<file path="config.mk">
export PLATFORM = sky130hd
export DESIGN_NAME = rob_commit
export DESIGN_NICKNAME = d
export VERILOG_FILES = /design/src/rtl/rob_commit.sv
export SDC_FILE = /design/constraint.sdc
export NUM_CORES = 1
export LEC_CHECK = 0
export ABC_AREA = 1
export BUFFER_PORTS_ARGS = -buffer_cell sky130_fd_sc_hd__buf_2
export CAP_MARGIN = 20
export CORE_UTILIZATION = 35
export CTS_CLUSTER_SIZE = 40
export DETAILED_ROUTE_END_ITERATION = 8
export GPL_TIMING_DRIVEN = 0
export RECOVER_POWER = 100
export SETUP_SLACK_MARGIN = 0.3
export SYNTH_ARGS = -nofsm -noshare
export SYNTH_HDL_FRONTEND = slang
export SYNTH_SLANG_ARGS = --single-unit
</file>
<file path="constraint.sdc">
create_clock -name clock -period 8.2 [get_ports clock]
set_input_delay 1.64 -clock clock [delete_from_list [all_inputs] [get_ports clock]]
set_output_delay 1.64 -clock clock [all_outputs]
set_load 0.01 [all_outputs]
</file>
<file path="src/rtl/rob_commit.sv">
// rtl/rob_commit.sv - in-order ROB retirement: consume handshake, registered RF writeback,
// serialised store commit and retirement counters.
module rob_commit #(
  parameter int EXT_COUNT    = 4,
  parameter int EXTCOUNTLOG2 = $clog2(EXT_COUNT)
) (
  input  logic                             clock,
  input  logic                             reset,
  input  logic [EXT_COUNT-1:0]             slot_valid,
  input  logic [EXT_COUNT-1:0]             slot_kill,
  input  logic [EXT_COUNT-1:0][4:0]        slot_dest_reg,
  input  logic [EXT_COUNT-1:0]             slot_dest_reg_valid,
  input  logic [EXT_COUNT-1:0][31:0]       slot_result,
  input  logic [EXT_COUNT-1:0]             slot_is_store,
  output logic                             consume,
  output logic [EXTCOUNTLOG2-1:0]          consume_count,
  output logic [EXT_COUNT-1:0]             rf_we,
  output logic [EXT_COUNT-1:0][4:0]        rf_waddr,
  output logic [EXT_COUNT-1:0][31:0]       rf_wdata,
  output logic                             st_commit_req,
  input  logic                             st_commit_ack,
  output logic [31:0]                      retired_count,
  output logic [31:0]                      killed_count
);

  localparam logic [0:0] IDLE = 1'b0;
  localparam logic [0:0] WAIT = 1'b1;
  localparam logic [EXTCOUNTLOG2:0] ONE = 1;

  logic [0:0]                state, state_nxt;
  logic [EXT_COUNT-1:0]      retire, wr_cand, we_nxt;
  logic [EXTCOUNTLOG2:0]     n, live_n, kill_n;
  logic                      stop;

  // Retire mask is always a contiguous prefix starting at slot 0.
  always_comb begin
    retire    = '0;
    stop      = 1'b0;
    state_nxt = state;
    if (state == IDLE) begin
      for (int i = 0; i < EXT_COUNT; i++) begin
        if (!slot_valid[i] || (slot_is_store[i] && !slot_kill[i]))
          stop = 1'b1;
        if (!stop)
          retire[i] = 1'b1;
      end
      if (slot_valid[0] && slot_is_store[0] && !slot_kill[0])
        state_nxt = WAIT;
    end else if (st_commit_ack) begin
      retire[0] = 1'b1;
      state_nxt = IDLE;
    end
  end

  always_comb begin
    n      = '0;
    live_n = '0;
    kill_n = '0;
    for (int i = 0; i < EXT_COUNT; i++) begin
      if (retire[i]) begin
        n = n + ONE;
        if (slot_kill[i])
          kill_n = kill_n + ONE;
        else
          live_n = live_n + ONE;
      end
    end
  end

  assign consume       = |retire;
  assign consume_count = consume ? EXTCOUNTLOG2'(n - ONE) : '0;

  // Youngest writer of a register within the retiring group wins.
  always_comb begin
    for (int i = 0; i < EXT_COUNT; i++)
      wr_cand[i] = retire[i] && !slot_kill[i] && slot_dest_reg_valid[i] &&
                   (slot_dest_reg[i] != 5'd0);
    we_nxt = wr_cand;
    for (int i = 0; i < EXT_COUNT; i++)
      for (int j = 0; j < EXT_COUNT; j++)
        if (j > i && wr_cand[j] && slot_dest_reg[j] == slot_dest_reg[i])
          we_nxt[i] = 1'b0;
  end

  always_ff @(posedge clock or posedge reset) begin
    if (reset) begin
      state         <= IDLE;
      st_commit_req <= 1'b0;
      rf_we         <= '0;
      rf_waddr      <= '0;
      rf_wdata      <= '0;
      retired_count <= '0;
      killed_count  <= '0;
    end else begin
      state         <= state_nxt;
      st_commit_req <= (state_nxt == WAIT);
      rf_we         <= we_nxt;
      rf_waddr      <= slot_dest_reg;
      rf_wdata      <= slot_result;
      if (consume) begin
        retired_count <= retired_count + 32'(live_n);
        killed_count  <= killed_count + 32'(kill_n);
      end
    end
  end

endmodule

</file>
=== After elaboration in Yosys (flattened, before gate mapping) ===
Index checks and enable logic that the tools add are counted.

* Eq/ne operators: 6
* Add/sub/neg operators: 12
* Order comparisons: 0
* Multiply operators: 0
* Shift-type cells: 0
* Div/mod/pow operators: 0
* Reduce and logical (&&, ||, !) cells: 41
* Mux-type cells: 45
* Bitwise operators: 0

{| class="wikitable"
|+ Operators with widths
! kind !! number
|-
| $add A32 B3 Y32 || 2
|-
| $mux W3 || 13
|-
| $eq A5 B5 Y1 || 6
|-
| $mux W1 || 28
|-
| $logic_and A1 B1 Y1 || 24
|-
| $reduce_bool A5 Y1 || 4
|-
| $add A3 B1 Y3 const B || 6
|-
| $logic_not A1 Y1 || 8
|-
| $mux W2 || 4
|-
| $add A2 B1 Y2 const B || 2
|-
| $logic_or A1 B1 Y1 || 4
|-
| $reduce_or A4 Y1 || 1
|-
| $add A1 B1 Y2 const B || 1
|-
| $sub A2 B1 Y2 const B || 1
|}

* Output and inout bits: 220
* Flip-flop bits (word level): 217
* Input port bits: 167
* Bits in read-only memories: 0
* RAM bits: 0
* Bits in latches: 0
* Memories: 0

=== Logic depth before layout (Yosys ltp) ===
Gate-level depths: netlist (run 1).

* Word-level depth: 21
* Mapped depth: 30
* Mapped depth without buffers: 30

=== Worst setup path after synthesis (run 1) ===
Ideal clock, no wire load.

* Kind: input-to-reg
* From: in slot_kill[0]
* To: reg retired_count[26]
* Stages on the path: 23
* Slack: 3.351 ns
* Arrival time: 4.719 ns
* Cell sequence: inv_2 nand2_1 nand2_1 nand2_1 nand3_1 inv_1 ha_1 nand2_1 o21ai_1 ha_1 o21ai_0 inv_1 ha_1 o21ai_0 fa_1 nor2_1 nor2_1 nor3b_1 nand2_1 nand2_1 nand2_1 nand2_1 o21ai_0

* Cells in the longest elaborated chain, start to end: 18

{| class="wikitable"
|+ RTL lines
! element !! line !! RTL
|-
| from (decl) || 10 || <nowiki>input logic [EXT_COUNT-1:0] slot_kill,</nowiki>
|-
| $logic_not A1 Y1 || 42 || <nowiki>if (!slot_valid[i] || (slot_is_store[i] && !slot_kill[i]))</nowiki>
|-
| $logic_and A1 B1 Y1 || 42 ||
|-
| $logic_or A1 B1 Y1 || 42 ||
|-
| $mux W1 || 42 ||
|-
| $mux W1 || 40 || <nowiki>if (state == IDLE) begin</nowiki>
|-
| $mux W1 || 44 || <nowiki>if (!stop)</nowiki>
|-
| $mux W1 || 40 ||
|-
| $mux W1 || 60 || <nowiki>if (retire[i]) begin</nowiki>
|-
| [... 2 more ...] || - ||
|-
| $mux W3 || 60 ||
|-
| $add A3 B1 Y3 || 65 || <nowiki>live_n = live_n + ONE;</nowiki>
|-
| $mux W3 || 62 || <nowiki>if (slot_kill[i])</nowiki>
|-
| $mux W3 || 60 ||
|-
| $add A3 B1 Y3 || 65 ||
|-
| $mux W3 || 62 ||
|-
| $mux W3 || 60 ||
|-
| $add A32 B3 Y32 || 101 || <nowiki>retired_count <= retired_count + 32'(live_n);</nowiki>
|-
| to (signal assigned) || 101 ||
|-
| to (decl) || 22 || <nowiki>output logic [31:0] retired_count,</nowiki>
|}

Several ways; a longest one is shown, not always the timed one. The select of a mux whose other input is x is not followed.
A chain may end at the register's enable or synchronous reset.

=== Worst setup path after layout (run 1) ===
* From: in slot_kill[0]
* To: out consume

* Cells in the longest elaborated chain, start to end: 14

{| class="wikitable"
|+ RTL lines
! element !! line !! RTL
|-
| $logic_not A1 Y1 * || 42 ||
|-
| $logic_and A1 B1 Y1 * || 42 ||
|-
| $logic_or A1 B1 Y1 * || 42 ||
|-
| $mux W1 * || 42 ||
|-
| $mux W1 * || 40 ||
|-
| $mux W1 || 42 ||
|-
| $mux W1 || 40 ||
|-
| $mux W1 || 42 ||
|-
| $mux W1 || 40 ||
|-
| $mux W1 || 42 ||
|-
| $mux W1 || 40 ||
|-
| $mux W1 || 44 ||
|-
| $mux W3 || 40 ||
|-
| $reduce_or A4 Y1 * || 70 || <nowiki>assign consume = |retire;</nowiki>
|-
| to (decl) || 15 || <nowiki>output logic consume,</nowiki>
|}

Every way passes the cells marked *; elsewhere a longest branch is shown, timed or not. The select of a mux whose other input is x is not followed.

==> results.sh, run 1 <==
export IMPL_swShare=0.289
export IMPL_initial_utilization=0.357
export IMPL_synth_seq_cells=217
export IMPL_start_kind="input pin"
export IMPL_status="finished, violations left"
export IMPL_grtUsageTotal=0.213
export IMPL_syn_area_um2=9030
export IMPL_finalClockSkew_ns=0.00828
export IMPL_required_ns=6.56
export IMPL_critical_path_endpoint_type="output pin"
export IMPL_reg2reg_from="state"
export IMPL_async_flop_share=1.00
export IMPL_path_common_cell="buf_2"
export IMPL_mostFrequentLayoutCells="309 x nand2_1, 247 x clkbuf_1, 217 x dfrtp_1, 149 x buf_2, 105 x inv_1"
export IMPL_finalSetupViolCount=0
export IMPL_critPathKind="input pin to output pin"
export IMPL_cts_buffers=25
export IMPL_coreArea_um2=25300
export IMPL_ir_drop_mv=0.144
export IMPL_gr_total_overflow=0
export IMPL_postLayoutCellArea_um2=11900
export IMPL_crit_start="slot_kill[0]"
export IMPL_synth_cell_types=35
export IMPL_cp_cell_sequence="buf_2, inv_1, a21oi_1, nand2_1, ha_1, nand2_8, buf_12, clkbuf_1, buf_2"
export IMPL_arrival_ns=3.57
export IMPL_avgSynthCellArea_um2=9.34
export IMPL_final_util=0.473
export IMPL_synth_warnings=0
export IMPL_yosys_top_cells_area="dfrtp_1 60%, nand2_1 13%, inv_1 4.4%"
export IMPL_clock_sinks=217
export IMPL_antenna_found_initial=2
export IMPL_max_stage_delay_ns=0.45
export IMPL_p_seq_frac=0.440
export IMPL_p_per_area_nw_per_um2=239
export IMPL_p_int_uw=2030
export IMPL_max_freq_ghz=0.192
export IMPL_violations="max-capacitance violations, max-slew violations"
export IMPL_num_fill_cells=2581
export IMPL_clock_latency_ns=0.52
export IMPL_final_nets=1563
export IMPL_yosys_area_share_simple=0.240
export IMPL_power_frac_comb=0.164
export IMPL_synth_edf_count=0
export IMPL_cts_hold_buf=0
export IMPL_power_switching_uw=827
export IMPL_hpwl_um=22500
export IMPL_syn_instance_count=966
export IMPL_worst_r2r_path_depth=20
export IMPL_cp_endpoint="consume"
export IMPL_viasPerCell=4.53
export IMPL_syn_nets=1149
export IMPL_rr_endpoint="retired_count[16]"
export IMPL_synth_top_area_cell="dfrtp_1"
export IMPL_synth_compound_area_frac=0.0268
export IMPL_slowest_stage="clkbuf_1"
export IMPL_finalMaxSlewViolations=100
export IMPL_synth_top_cell_area_share=0.602
export IMPL_postCtsSetupBuffers=0
export IMPL_row_count=58
export IMPL_yosysSeqAreaShare=0.602
export IMPL_synth_top_family_by_area="simple AND/OR/NAND/NOR gates"
export IMPL_drtIter0Drc=541
export IMPL_cts_buffer_depth=3
export IMPL_grt_pass1_wl_um=42700
export IMPL_place_gp_congestion=0.897
export IMPL_cap_violations=1
export IMPL_min_period_ns=5.21
export IMPL_power_leakage_uw=0.00567
export IMPL_grt_max_degree=119
export IMPL_fin_crit_sh=0.636
export IMPL_dr_pass1_iters=5
export IMPL_cts_clk_slew_worst_paths_ns=0.05
export IMPL_synthAdderAreaFrac=0.0238
export IMPL_vias=7830
export IMPL_root_buffer="clkbuf_16"
export IMPL_wirelength_um=28400
export IMPL_hold_viol_final=0
export IMPL_grt_pass1_vias=7616
export IMPL_synthMuxAreaShare=0
export IMPL_holdWs_ns=0.513
export IMPL_final_common_cell="nand2_1"
export IMPL_layout_drive_gt1_share=0.149
export IMPL_drc=0
export IMPL_rrSetupSlack_ns=3.82
export IMPL_cts_resized=0
export IMPL_grt_setup_unrepaired="no"
export IMPL_dpl_cell_area_um2=11400
export IMPL_postRouteAntennaNets=0
export IMPL_htree_num_levels=1
export IMPL_cts_tree="done"
export IMPL_tightest_slew_ns=4.60
export IMPL_die_h_um=163
export IMPL_power_frac_clock=0.397
export IMPL_io_buffers=386
export IMPL_slew_headroom=-2.09
export IMPL_ioPinCount=387
export IMPL_die_area_um2=26400
export IMPL_wl_per_cell_um=16.4
export IMPL_synthFlopType="dfrtp_1"
export IMPL_synthXorXnorAreaFrac=0.0543
export IMPL_hold_path_class="register to register"
export IMPL_area_growth_pct=32.3
export IMPL_crit_path_max_fanout=10
export IMPL_chipWidth_um=163
cell type report:
cell class                      count  area [um^2]  share of cell area
Inverter                          107          403              0.0337
Sequential cell                   217         5430               0.455
Multi-Input combinational cell    632         3100               0.260
Timing Repair Buffer              387         1660               0.139
Antenna cell                        2         5.00            0.000419
Buffer                             10         71.3             0.00597
Tap cell                          330          413              0.0346
Clock buffer                       37          761              0.0637
Clock inverter                      8         97.6             0.00817
kinds of logic (layout without fill, tap and decap cells):
family / after synthesis / in the layout
adders and majority gates: 16 / 16
buffers and inverters: 117 / 549
AOI/OAI and AO/OA: 46 / 46
DFF: 217 / 217
other: 0 / 2
xor gates and xnor gates: 56 / 56
and+or+nand+nor: 514 / 514
sequential cells by signal, indices dropped and copies added (netlist names):
signal / count
killed_count: 32
retired_count: 32
rf_waddr: 20
rf_wdata: 128
rf_we: 4
state: 1
cells in the mapped netlist, drive strengths merged (9+ instances only):
cell type,n
xor2,17
ha,14
nand3,47
o21ai,37
nand4,15
dfrtp,217
buf,9
nor3,28
inv,107
xnor2,39
nor2,98
nand2,316
power by group through the flow:
| stage | sequential (uW) | clock (uW) | combinational, uW |
|---|---|---|---|
| detailed placement | 1270 | 0 | 507 |
| CTS | 1250 | 1170 | 511 |
| floorplan | 1310 | 0 | 220 |
| finish | 1260 | 1130 | 468 |
| global route | 1270 | 1210 | 533 |
| global placement | 1270 | 0 | 494 |
worst max-delay path, delay by kind of cell:
kind	cells	cell delay (ns)
buffers and inverters	5	0.98
AND/OR/NAND/NOR	2	0.42
adder cells (fa/ha/maj)	1	0.35
AO/OA/AOI/OAI	1	0.17
stage by stage:
stage | setup WS [ns] | std cells | power (uW) | TNS [ns]
global route | 2.51 | 1730 | 3020 | 0
floorplan | 0.624 | 966 | 1530 | 0
detailed placement | 2.62 | 1683 | 1780 | 0
global placement | -1.85 | 1682 | 1760 | -395.53
finish | 2.99 | 1730 | 2860 | 0
CTS | 3.17 | 1728 | 2930 | 0
worst min-delay path by stage:
stage / startpoint / end / depth (start not counted) / slack (ns)
2_1_floorplan: killed_count[0] / killed_count[0] / 2 / 0.53
3_3_place_gp: retired_count[0] / retired_count[0] / 2 / 0.48
3_5_place_dp: killed_count[0] / killed_count[0] / 2 / 0.50
4_1_cts: retired_count[11] / retired_count[11] / 1 / 0.52
5_1_grt: retired_count[0] / retired_count[0] / 2 / 0.54
6_report: retired_count[11] / retired_count[11] / 1 / 0.51
routing by layer:
metal,up-vias,share of wire,global-route usage
met4,0,0.022,0.0569
met3,47,0.078,0.0502
li1,3848,-,-
met1,3653,0.43,0.276
met2,282,0.47,0.354
met5,-,0,0
No activity file was read; power rests on OpenSTA's default activity.
==> run 2: changes to the inputs <==
Settings changed: ABC_AREA 1 to 0, PLACE_DENSITY set to 0.66.
Clock period 8.2 ns to 4.5 ns, I/O delays scaled along.
==> run 2 against run 1 <==
  * The run still ends with max-capacitance violations, max-slew violations left
  * Cell count decreased by 24%
  * Via count decreased by 22%
  * Non-clock buffer count increased by 7
  * Global-route usage decreased by 0.60 points
  * Sequential share of layout area is 4.9 points higher
  * Critical path type unchanged
  * Largest power group unchanged
==> results.sh, run 2 <==
export IMPL_critPathKind="input pin to output pin"
export IMPL_arrival_ns=3.21
export IMPL_cts_tree="done"
export IMPL_reg_top3="rf_wdata x128, killed_count x32, retired_count x32"
export IMPL_power_leakage_uw=0.00497
export IMPL_mostFrequentLayoutCells="250 x clkbuf_1, 217 x dfrtp_1, 145 x buf_2, 50 x xnor2_1, 47 x xor2_1"
export IMPL_initial_utilization=0.361
export IMPL_area_growth_pct=35.1
export IMPL_largest_reg_flops=128
export IMPL_synth_top_area_cell="dfrtp_1"
export IMPL_grt_max_degree=41
export IMPL_wl_per_cell_um=18.8
export IMPL_violations="max-capacitance violations, max-slew violations"
export IMPL_clock_latency_ns=0.51
export IMPL_yosysMostFrequentCell="dfrtp_1"
export IMPL_dr_pass1_iters=4
export IMPL_gr_total_overflow=0
export IMPL_syn_area_um2=7980
export IMPL_max_freq_ghz=0.243
export IMPL_finalClockSkew_ns=0.0131
export IMPL_slew_headroom=-0.284
export IMPL_finalMaxSlewViolations=102
export IMPL_vias=6133
export IMPL_fin_tns_setup_ns=0
export IMPL_die_area_um2=23400
export IMPL_ioPinCount=387
export IMPL_synth_top_cell_area_share=0.680
export IMPL_grt_pass1_vias=6106
export IMPL_cap_violations=4
export IMPL_ys_top_cells_by_count="217 x dfrtp_1, 50 x xnor2_1, 47 x xor2_1"
export IMPL_row_count=54
export IMPL_hold_path_class="input pin to asynchronous set/reset pin"
export IMPL_synth_warnings=0
export IMPL_htree_num_levels=1
export IMPL_status="finished, violations left"
export IMPL_io_buffers=386
export IMPL_grtUsageTotal=0.207
export IMPL_yosys_top_cells_area="dfrtp_1 68%, xnor2_1 5.5%, xor2_1 5.2%"
export IMPL_grt_pass1_wl_um=36800
export IMPL_chipWidth_um=153
export IMPL_wirelength_um=24600
export IMPL_max_stage_delay_ns=0.53
export IMPL_layout_drive_gt1_share=0.205
export IMPL_cp_cell_sequence="clkbuf_1, nand2b_1, and4_1, inv_1, ha_1, inv_1, a21oi_2, clkbuf_1, nor2_1, buf_2"
export IMPL_cts_hold_buf=0
export IMPL_final_nets=1189
export IMPL_min_period_ns=4.11
export IMPL_async_flop_share=1.00
export IMPL_syn_instance_count=585
export IMPL_coreArea_um2=22100
export IMPL_synthFlopType="dfrtp_1"
export IMPL_p_total_uw=4540
export IMPL_avgSynthCellArea_um2=13.6
export IMPL_rrSetupSlack_ns=0.49
export IMPL_num_fill_cells=2142
export IMPL_fin_crit_sh=0.913
export IMPL_required_ns=3.60
export IMPL_place_gp_congestion=0.836
export IMPL_start_kind="input pin"
export IMPL_clock_sinks=217
export IMPL_root_buffer="clkbuf_16"
export IMPL_grt_setup_unrepaired="no"
export IMPL_hold_viol_final=0
export IMPL_crit_path_max_fanout=10
export IMPL_final_common_cell="clkbuf_1"
export IMPL_antenna_found_initial=12
export IMPL_drtIter0Drc=313
export IMPL_drc=0
export IMPL_critical_path_endpoint_type="output pin"
export IMPL_die_h_um=153
export IMPL_synth_cell_types=51
export IMPL_yosysSeqAreaShare=0.680
export IMPL_cts_clk_slew_worst_paths_ns=0.06
export IMPL_p_per_area_nw_per_um2=421
export IMPL_regMostFlops="rf_wdata"
export IMPL_postRouteAntennaNets=0
export IMPL_holdWs_ns=0.427
export IMPL_tightest_slew_ns=1.93
export IMPL_viasPerCell=4.68
export IMPL_hpwl_um=19400
export IMPL_ir_drop_mv=0.278
export IMPL_finalSetupViolCount=0
export IMPL_synth_seq_cells=217
export IMPL_syn_nets=768
export IMPL_synth_edf_count=0
export IMPL_cts_buffer_depth=3
export IMPL_cts_buffers=24
export IMPL_slowest_stage="clkbuf_1"
==> run 2: changes by cell type in the layout (fill, tap and decap cells not counted), sizes merged, moves of 9 or more <==
cell,delta
nor2,-77
xor2,+30
nor4,+9
nand3,-17
inv,-87
nand2,-274
nand4,+14
xnor2,+11
o21ai,-31
diode,+9
==> run 2: stage by stage <==
step	cells	setup slack, ns	area [um^2]	utilization
floorplan	585	0.332	8000	-
global placement	1251	-0.541	10300	0.465
detailed placement	1257	-0.446	10400	0.471
CTS	1296	0.296	11200	0.506
global route	1309	0.192	10800	0.488
finish	1310	0.389	10800	0.488
==> run 2: what timing repair did <==
action	in CTS	in global routing
endpoints found under the setup margin	19	21
gates resized for setup	2	2
buffers inserted	0	3
pin swaps	1	2
==> run 2: logic make-up after synthesis <==
kind of cell | Yosys count | synth area share
DFF | 217 | 0.680
AOI/OAI and AO/OA | 30 | 0.0232
muxes | 4 | 0.00533
adders and majority gates | 16 | 0.0270
buffers and inverters | 29 | 0.0150
and+or+nand+nor | 192 | 0.143
xor gates and xnor gates | 97 | 0.106
==> run 2: layer usage <==
metal,GRT usage,part of all wire
met5,0,0.00041
met3,0.0578,0.069
met1,0.261,0.41
met2,0.338,0.49
met4,0.0765,0.026
==> run 2: power by group <==
part / total [uW] / internal (uW) / leakage [uW] / switching, uW
combinational: 523 / 188 / 0.00193 / 335
clock: 1870 / 1100 / 0.000374 / 778
sequential: 2140 / 2060 / 0.00266 / 77.4
total: 4540 / 3350 / 0.00497 / 1190
==> run 2: layout make-up <==
type	instances	area (um^2)	share of cell area
sequential	217	5430	0.504
multi-input combinational	339	2390	0.222
timing repair buffer	395	1700	0.157
clock buffer	28	656	0.0608
tap	280	350	0.0325
clock inverter	11	104	0.00963
inverter	20	76.3	0.00708
buffer	9	48.8	0.00452
antenna	11	27.5	0.00255
==> run 2: path summary, 6_finish.rpt <==
kind                                  startpoint           endpoint  depth (start not counted)
worst max-delay path                slot_kill[0]   consume_count[0]                         10
worst min-delay path                       reset      rf_wdata[115]                          2
worst max register to register             state  retired_count[26]                         17
worst min register to register  killed_count[31]   killed_count[31]                          1
max in group asynchronous                  reset   killed_count[23]                          4
min in group clock              killed_count[31]   killed_count[31]                          1
==> run 2: critical path: cells and delay by family <==
family	cells	cell delay, ns
AO/OA/AOI/OAI	1	0.30
adder cells (fa/ha/maj)	1	0.28
buffers and inverters	5	1.16
AND/OR/NAND/NOR	3	0.58
==> run 3: changes to the inputs <==
Settings changed: CORE_UTILIZATION 35 to 32, PLACE_DENSITY 0.66 to not set.
==> run 3 against run 2 <==
  * The run still ends with max-capacitance violations, max-slew violations left
  * Sequential share of layout area decreased by 0.45 points
  * Clock power grew 6%
  * Via count shrank 1.4%
  * Critical path depth grew 7
  * Clock skew down 0.0079 ns
  * Largest cell class unchanged
  * Highest routed layer is now met4
==> results.sh, run 3 (synthesized netlist as in run 2, its figures left out) <==
export IMPL_area_growth_pct=36.3
export IMPL_max_stage_delay_ns=0.37
export IMPL_num_fill_cells=2446
export IMPL_antenna_found_initial=4
export IMPL_path_delay_family="adder cells"
export IMPL_wirelength_um=24700
export IMPL_power_leakage_uw=0.00497
export IMPL_hold_path_depth=1
export IMPL_place_gp_congestion=0.853
export IMPL_clock_latency_ns=0.50
export IMPL_status="finished, violations left"
export IMPL_ir_drop_mv=0.250
export IMPL_crit_path_max_fanout=5
export IMPL_die_h_um=160
export IMPL_grt_pass1_wl_um=37400
export IMPL_seq_area_um2=5430
export IMPL_drc=0
export IMPL_grtUsageTotal=0.192
export IMPL_slew_headroom=-0.334
export IMPL_holdWs_ns=0.465
export IMPL_cap_violations=2
export IMPL_tightest_slew_ns=2.00
export IMPL_slowest_stage="or3b_1"
export IMPL_mostFrequentLayoutCells="259 x clkbuf_1, 217 x dfrtp_1, 147 x buf_2, 50 x xnor2_1, 47 x xor2_1"
export IMPL_root_buffer="clkbuf_16"
export IMPL_postRouteAntennaNets=0
export IMPL_rr_endpoint="retired_count[25]"
export IMPL_dr_pass1_iters=6
export IMPL_layout_drive_gt1_share=0.203
export IMPL_coreArea_um2=24400
export IMPL_path_common_cell="ha_1"
export IMPL_grt_setup_unrepaired="no"
export IMPL_final_nets=1188
export IMPL_violations="max-capacitance violations, max-slew violations"
export IMPL_p_per_area_nw_per_um2=428
export IMPL_multiInputGateArea_um2=2410
export IMPL_row_count=57
export IMPL_fin_crit_sh=0.911
export IMPL_start_kind="input pin"
export IMPL_largest_reg_flops=128
export IMPL_wl_per_cell_um=18.3
export IMPL_cts_buffer_depth=3
export IMPL_viasPerCell=4.48
export IMPL_final_common_cell="clkbuf_1"
export IMPL_hold_viol_final=0
export IMPL_critPathKind="input pin to register"
export IMPL_cts_buffers=24
export IMPL_setup_ws_ns=0.401
export IMPL_min_period_ns=4.10
export IMPL_cts_tree="done"
export IMPL_vias=6047
export IMPL_cts_clk_slew_worst_paths_ns=0.06
export IMPL_grt_max_degree=45
export IMPL_worst_path_buf_inv=2
export IMPL_arrival_ns=4.47
export IMPL_chipWidth_um=160
export IMPL_finalClockSkew_ns=0.00521
export IMPL_hp_start="retired_count[31]"
export IMPL_reg_top3="rf_wdata x128, killed_count x32, retired_count x32"
export IMPL_htree_num_levels=1
export IMPL_reg2reg_from="state"
export IMPL_clock_sinks=217
export IMPL_dp_slack_ns=-0.517
export IMPL_whs_endpoint="retired_count[31]"
export IMPL_rrSetupSlack_ns=0.45
export IMPL_hpwl_um=19200
export IMPL_max_freq_ghz=0.244
export IMPL_drtIter0Drc=334
export IMPL_die_area_um2=25600
export IMPL_finalMaxSlewViolations=69
export IMPL_grt_pass1_vias=6051
export IMPL_finalSetupViolCount=0
export IMPL_io_buffers=386
export IMPL_gr_total_overflow=0
export IMPL_critical_path_endpoint_type="register"
export IMPL_hold_path_class="register to register"
export IMPL_worst_r2r_path_depth=16
export IMPL_cp_cell_sequence="clkbuf_1, or3b_1, a21oi_1, ha_1, nand2_1, nand2_1, ha_1, mux2i_1, nor2_1, ha_1, mux2_1, ha_1, a21o_1, a21oi_4, clkbuf_1, nor4_1, xor2_1"
export IMPL_initial_utilization=0.327
export IMPL_ioPinCount=387
export IMPL_required_ns=4.87
export IMPL_regMostFlops="rf_wdata"
[run 3: cell count changes in the layout (fill, tap and decap cells not counted), sizes merged]
cell          previous run  this run
clkbuf                 281       288
bufinv                   1         3
clkinv                   7         1
clkinvlp                 3         6
diode                   11         3
inv                     20        19
dlymetal6s4s             1         0
[run 3: layout make-up]
class / count / share of cell area
multi-input cells: 339 / 0.222
flip-flops and latches: 217 / 0.499
diodes: 3 / 0.000690
plain buffers: 9 / 0.00437
repair buffers: 394 / 0.155
clock inverters: 9 / 0.0125
clock buffers: 35 / 0.0619
well taps: 324 / 0.0373
inverters: 20 / 0.00701
[run 3: repair_timing]
action | CTS | global route
hold buffers | 0 | 0
cloned | 0 | 0
pin swaps | 1 | 1
gates resized for setup | 3 | 0
endpoints found under the setup margin | 21 | 10
buffers inserted | 1 | 1
hold endpoints to repair | 0 | 0
[run 3: report_power, final]
| group | leakage, uW | switching [uW] | internal, uW |
|---|---|---|---|
| Clock | 0.000373 | 770 | 1210 |
| Combinational | 0.00194 | 340 | 189 |
| Sequential | 0.00266 | 78.7 | 2060 |
| Total | 0.00497 | 1190 | 3470 |
[run 3: per-stage QoR]
step / TNS [ns] / utilization / cell area [um^2] / total power (uW) / cells
floorplan: 0 / - / 8000 / 2440 / 585
CTS: 0 / 0.463 / 11300 / 4780 / 1346
global route: 0 / 0.446 / 10900 / 4880 / 1349
global placement: -131.17 / 0.424 / 10300 / 2740 / 1295
detailed placement: -8.65 / 0.429 / 10500 / 2760 / 1301
finish: 0 / 0.446 / 10900 / 4660 / 1350
[run 3: routing by layer]
layer	share of wire	track usage	up-vias
met5	0	0	-
met4	0.020	0.0463	0
met3	0.072	0.0486	34
li1	-	-	2843
met1	0.42	0.249	2950
met2	0.49	0.322	220
[run 3: worst max path at each step]
stage | startpoint | to | slack [ns] | depth (start not counted)
finish | slot_is_store[0] | retired_count[25] | 0.40 | 17
global route | slot_kill[0] | killed_count[26] | 0.19 | 18
CTS | slot_is_store[0] | retired_count[23] | 0.37 | 17
detailed placement | slot_is_store[0] | retired_count[26] | -0.52 | 18
global placement | reset | killed_count[25] | -0.60 | 2
floorplan | slot_is_store[0] | retired_count[7] | 0.33 | 16
